==> src/rtl/countdown_sequencer.sv <==
// rtl/countdown_sequencer.sv - MM:SS countdown control FSM: button press detect, set/run/pause/done walk, clamped loads, alarm timing
module countdown_sequencer #(
  parameter int ALARM_TICKS = 10,
  parameter bit CLAMP_EN    = 1'b1
) (
  input  logic       clk,
  input  logic       reset,
  input  logic       start_stop,
  input  logic       set,
  input  logic [3:0] sw_tens,
  input  logic [3:0] sw_ones,
  input  logic       tick,
  input  logic       zero,
  output logic       load_sec,
  output logic       load_min,
  output logic [3:0] load_tens,
  output logic [3:0] load_ones,
  output logic       count_en,
  output logic       blink,
  output logic       alarm,
  output logic [2:0] state
);

  localparam logic [2:0] S_IDLE    = 3'd0;
  localparam logic [2:0] S_SET_SEC = 3'd1;
  localparam logic [2:0] S_SET_MIN = 3'd2;
  localparam logic [2:0] S_PAUSE   = 3'd3;
  localparam logic [2:0] S_RUN     = 3'd4;
  localparam logic [2:0] S_DONE    = 3'd5;
  localparam logic [7:0] ALARM_MAX = 8'(ALARM_TICKS);

  logic [2:0] r_state;
  logic       r_ss_q, r_set_q;
  logic       r_ss_blk, r_set_blk;
  logic       r_load_sec, r_load_min;
  logic [3:0] r_load_tens, r_load_ones;
  logic       r_count_en, r_blink, r_alarm;
  logic [7:0] r_cnt;

  logic       w_ss_press, w_set_press;
  logic [2:0] w_next;
  logic [7:0] w_cnt_inc;
  logic       w_alarm_done;
  logic [3:0] w_sec_tens, w_min_tens, w_ones;
  logic       w_next_is_set;

  // A button held through reset stays blocked until it is released once.
  assign w_ss_press  = start_stop & ~r_ss_q & ~r_ss_blk;
  assign w_set_press = set & ~r_set_q & ~r_set_blk;

  assign w_sec_tens = (CLAMP_EN && sw_tens > 4'd5) ? 4'd5 : sw_tens;
  assign w_min_tens = (CLAMP_EN && sw_tens > 4'd9) ? 4'd9 : sw_tens;
  assign w_ones     = (CLAMP_EN && sw_ones > 4'd9) ? 4'd9 : sw_ones;

  assign w_cnt_inc    = (tick && r_cnt != ALARM_MAX) ? r_cnt + 8'd1 : r_cnt;
  assign w_alarm_done = (w_cnt_inc == ALARM_MAX);

  always_comb begin
    w_next = r_state;
    case (r_state)
      S_IDLE:    if (w_set_press) w_next = S_SET_SEC;
      S_SET_SEC: if (w_set_press) w_next = S_SET_MIN;
      S_SET_MIN: if (w_set_press) w_next = S_PAUSE;
      S_PAUSE: begin
        if (w_ss_press) begin
          if (!zero) w_next = S_RUN;
        end else if (w_set_press) begin
          w_next = S_SET_SEC;
        end
      end
      S_RUN: begin
        if (w_ss_press)  w_next = S_PAUSE;
        else if (zero)   w_next = S_DONE;
      end
      S_DONE:    if (w_ss_press || w_set_press || w_alarm_done) w_next = S_IDLE;
      default:   w_next = S_IDLE;
    endcase
  end

  assign w_next_is_set = (w_next == S_SET_SEC) || (w_next == S_SET_MIN);

  always_ff @(posedge clk) begin
    if (!reset) begin
      r_state     <= S_IDLE;
      r_ss_q      <= 1'b0;
      r_set_q     <= 1'b0;
      r_ss_blk    <= start_stop;
      r_set_blk   <= set;
      r_load_sec  <= 1'b0;
      r_load_min  <= 1'b0;
      r_load_tens <= 4'd0;
      r_load_ones <= 4'd0;
      r_count_en  <= 1'b0;
      r_blink     <= 1'b0;
      r_alarm     <= 1'b0;
      r_cnt       <= 8'd0;
    end else begin
      r_state    <= w_next;
      r_ss_q     <= start_stop;
      r_set_q    <= set;
      r_ss_blk   <= r_ss_blk & start_stop;
      r_set_blk  <= r_set_blk & set;
      r_load_sec <= (r_state == S_SET_SEC) && w_set_press;
      r_load_min <= (r_state == S_SET_MIN) && w_set_press;
      if ((r_state == S_SET_SEC) && w_set_press) begin
        r_load_tens <= w_sec_tens;
        r_load_ones <= w_ones;
      end else if ((r_state == S_SET_MIN) && w_set_press) begin
        r_load_tens <= w_min_tens;
        r_load_ones <= w_ones;
      end else begin
        r_load_tens <= 4'd0;
        r_load_ones <= 4'd0;
      end
      r_count_en <= (w_next == S_RUN);
      r_alarm    <= (w_next == S_DONE);
      if (r_state != S_DONE)
        r_cnt <= 8'd0;
      else
        r_cnt <= w_cnt_inc;
      // Blink restarts from 0 on every entry into an edit state.
      if (w_next_is_set && (w_next == r_state))
        r_blink <= r_blink ^ tick;
      else
        r_blink <= 1'b0;
    end
  end

  assign state     = r_state;
  assign load_sec  = r_load_sec;
  assign load_min  = r_load_min;
  assign load_tens = r_load_tens;
  assign load_ones = r_load_ones;
  assign count_en  = r_count_en;
  assign blink     = r_blink;
  assign alarm     = r_alarm;

endmodule

==> config.mk <==
export PLATFORM = sky130hd
export DESIGN_NAME = countdown_sequencer
export DESIGN_NICKNAME = d
export VERILOG_FILES = /design/src/rtl/countdown_sequencer.sv
export SDC_FILE = /design/constraint.sdc
export NUM_CORES = 1
export LEC_CHECK = 0
export ABC_CLOCK_PERIOD_IN_PS = 4900
export CORE_MARGIN = 2
export CORE_UTILIZATION = 45
export CTS_CLUSTER_DIAMETER = 50
export CTS_CLUSTER_SIZE = 12
export DETAILED_ROUTE_END_ITERATION = 10
export GPL_ROUTABILITY_DRIVEN = 1
export GPL_TIMING_DRIVEN = 0
export PLACE_DENSITY = 0.73
export SLEW_MARGIN = 10
export SYNTH_ARGS = -nofsm -noshare
export SYNTH_HDL_FRONTEND = slang
export SYNTH_SLANG_ARGS = --single-unit
==> constraint.sdc <==
create_clock -name clk -period 4.9 [get_ports clk]
set_input_delay 0.735 -clock clk [delete_from_list [all_inputs] [get_ports clk]]
set_output_delay 0.735 -clock clk [all_outputs]
set_load 0.01 [all_outputs]
==> tab_implementation.tex <==
\begin{tabular}{lr}
\hline
Metric & Value \\
\hline
\multicolumn{2}{l}{\textbf{Die}} \\
Core Area & 2780 um2 \\
Area of the die & 3420 um2 \\
Num rows & 19 \\
Initial core utilization & 48.1\% \\
Die boundary width & 58.5 um \\
Die Y-Extent & 58.5 um \\
Top-level port count & 30 \\
\multicolumn{2}{l}{\textbf{Clocking}} \\
Max Buffers Root-to-Sink & 2 \\
Number of clock sinks seen by CTS & 28 \\
Post-cts resize count & 0 \\
Clock transition at the registers of the reported paths & 0.15 ns \\
Post-CTS Setup Bufs & 0 \\
TritonCTS clock tree & yes \\
Clk Tree Root Cell & clkbuf\_4 \\
Worst-Skew Late Latency & 0.32 ns \\
Post-cts hold buffer count & 0 \\
Clock buffers created by TritonCTS & 3 \\
Count of H-tree levels built during CTS & 1 \\
\multicolumn{2}{l}{\textbf{Cells and area}} \\
Antenna diode count & 0 \\
Area of the multi-input gates & 667 um2 \\
Final core utilization & 61.4\% \\
Storage cell area & 561 um2 \\
Fraction of final layout cells with drive strength greater than 1 & 11.3\% \\
Commonest cells after routing, fill and taps aside & dfxtp\_1 (28), clkdlybuf4s50\_1 (28), nor2\_1 (12) \\
Final net count & 194 \\
Fill cell total of the finished layout & 252 \\
Layout overhead on the synthesized area & 27.8\% \\
\multicolumn{2}{l}{\textbf{Synth}} \\
Biggest area consumer among synthesized cells & dfxtp\_1 \\
Mean instance size in the synthesized netlist & 9.22 um2 \\
Most common flop cell mapped by yosys & dfxtp\_1 \\
Simple-gate share of the synthesized area & 24.8\% \\
Area of the mapped netlist & 1340 um2 \\
Complex-gate fraction of the synthesized area & 17.8\% \\
Sequential share of the synthesized area & 41.9\% \\
Post-Syn Nets & 161 \\
Mux contribution to synthesized area & 1.50\% \\
Share of flip-flops with an asynchronous set or reset after synthesis & 0\% \\
Number of synthesized flops with an enable pin & 0 \\
Adder-Cell Fraction of Synth Area & 1.87\% \\
Share of the synthesized area in the top cell type & 41.9\% \\
Synth top area cells & dfxtp\_1 (42\%), o21ai\_0 (4.1\%), nor2\_1 (3.4\%), a21oi\_1 (3.0\%), inv\_1 (2.8\%) \\
Share of the synthesized netlist area taken by xor and xnor gates & 3.93\% \\
Main combinational cell family by area after synthesis & simple AND/OR/NAND/NOR gates \\
Synth Instances & 145 \\
Number of distinct library cells after synthesis & 46 \\
Number of warning messages in the yosys log & 0 \\
Flip-flop and latch count after synthesis & 28 \\
\multicolumn{2}{l}{\textbf{Worst setup path}} \\
Worst reg2reg startpoint & r\_cnt[2] \\
Crit path arrival time & 2.94 ns \\
Critical Setup Path Class & in2reg \\
Reg2Reg Setup Slack & 2.76 ns \\
Startpoint type of the worst setup path & primary input \\
Crit path from & tick \\
Maximum fanout count along the critical path & 9 \\
Type of element capturing the critical path & flop \\
CP required & 5.13 ns \\
\multicolumn{2}{l}{\textbf{Detailed routing}} \\
Antenna Nets Post-Route & 0 \\
Number of detailed-route iterations in the first pass & 4 \\
Detailed router's first-iteration violation count & 31 \\
Remaining design rule violation count & 0 \\
Vias per inst & 5.38 \\
Wire length reported by the detailed router & 2540 um \\
Routed vias & 1119 \\
Routed len/inst & 12.2 um \\
\multicolumn{2}{l}{\textbf{STA}} \\
Min Tclk post-route & 2.71 ns \\
Worst Clk Skew & 0.00274 ns \\
Final count of hold timing violations & 0 \\
Final clock period utilization by the worst path & 55.3\% \\
Highest Clock Rate & 0.369 GHz \\
Final count of pins violating max slew & 0 \\
Endpoints failing setup & 0 \\
Total negative slack & 0 ns \\
Worst slack on hold paths & 0.472 ns \\
Actual slew at the worst max-slew pin & 0.693 ns \\
RSZ-0062 raised after global routing & false \\
Slew HR & 53.7\% \\
\multicolumn{2}{l}{\textbf{Global route}} \\
Wire length of the first global-routing pass & 4330 um \\
All-Layer GR Usage & 16.1\% \\
Maximum number of pins on one net before global-route repair & 17 \\
Overflow left after global routing & 0 \\
Vias in the first global route & 1021 \\
Initial antenna violation count & 0 \\
\multicolumn{2}{l}{\textbf{Power}} \\
Power per standard cell area & 247 nW/um2 \\
Static Leakage & 0.651 nW \\
Worst vdd ir & 185 uV \\
\multicolumn{2}{l}{\textbf{Hold path}} \\
Type of the worst min-delay path & reg2reg \\
Hold path startpoint & r\_ss\_blk \\
\multicolumn{2}{l}{\textbf{Run status}} \\
Result of the run & completed \\
\multicolumn{2}{l}{\textbf{Placed design}} \\
Count of buffers inserted at the top-level ports & 28 \\
Routability congestion estimate & 0.910 \\
Final HPWL DP & 1920 um \\
\multicolumn{2}{l}{\textbf{Flow run}} \\
Max\_cap viols & 0 \\
\hline
\end{tabular}
worst max-delay path: stages:
cell and delay [ns]:
clkdlybuf4s50_1 0.64, nand4_4 0.20, or4b_4 0.56, a221oi_2 0.28, a31oi_1 0.17, a21o_1 0.21, and2_1 0.15
routing by layer:
metal  part of all wire [%]  vias to the layer above  global-route usage, %
met5                      0                        -                      0
met4                   0.67                        0                   5.32
met3                    3.7                        2                   2.20
met2                     50                       17                   28.3
met1                     45                      519                   20.3
li1                       -                      581                      -
worst paths after layout:
check,endpoint,depth (start not counted)
worst max-delay path,state[0],7
worst min-delay path,r_ss_blk,2
worst max register to register,state[0],6
worst min register to register,r_ss_blk,2
report_power, final:
group / internal, mW / leakage, nW / total (mW) / switching [mW]
logic: 0.0228 / 0.396 / 0.0401 / 0.0173
clock network: 0.0826 / 0.0279 / 0.148 / 0.0650
registers: 0.232 / 0.227 / 0.235 / 0.00286
total: 0.337 / 0.651 / 0.423 / 0.0852
per-stage QoR:
step	cells	worst slack, ns	power (mW)	area [um2]
3_5_place_dp	204	1.84	0.280	1660
6_report	208	2.19	0.423	1710
5_1_grt	208	2.10	0.440	1710
2_1_floorplan	145	2.74	0.260	1340
3_3_place_gp	204	1.90	0.279	1660
4_1_cts	208	2.20	0.430	1710
synth_stat cells (2+ instances only):
| cell | n |
|---|---|
| a21oi_1 | 8 |
| a311oi_1 | 2 |
| o21ai_0 | 11 |
| xor2_1 | 3 |
| nand4_1 | 2 |
| nor3b_1 | 4 |
| and2_1 | 4 |
| nand3_1 | 3 |
| dfxtp_1 | 28 |
| nand2_1 | 8 |
| ha_1 | 2 |
| a211oi_1 | 3 |
| nor2b_1 | 4 |
| buf_8 | 2 |
| nor3_1 | 2 |
| a31oi_1 | 2 |
| xnor2_1 | 3 |
| nor2_1 | 12 |
| or3_2 | 2 |
| buf_4 | 2 |
| mux2i_1 | 2 |
| a21boi_0 | 2 |
| inv_1 | 10 |
| buf_6 | 2 |
sequential cells by signal, summed over array words and instances (netlist names):
signal and count:
load_sec 1, r_set_blk 1, count_en 1, r_ss_blk 1, r_ss_q 1, state 3
load_ones 4, load_tens 4, r_cnt 8, r_set_q 1, alarm 1, blink 1
load_min 1
final cells by class:
cell class	count	area share, %
sequential	28	32.8
timing repair buffer	28	16.4
inverter	10	2.20
clock inverter	1	1.76
buffer	7	4.25
tap	31	2.27
multi-input combinational	100	39.0
clock buffer	3	1.32
cell families after synthesis:
logic type,after synthesis
simple gates,54
compound gates,36
flops,28
buf+inv,17
xor+xnor,6
mux,2
fa+ha+maj,2
Power figures use the tool's default switching activity.
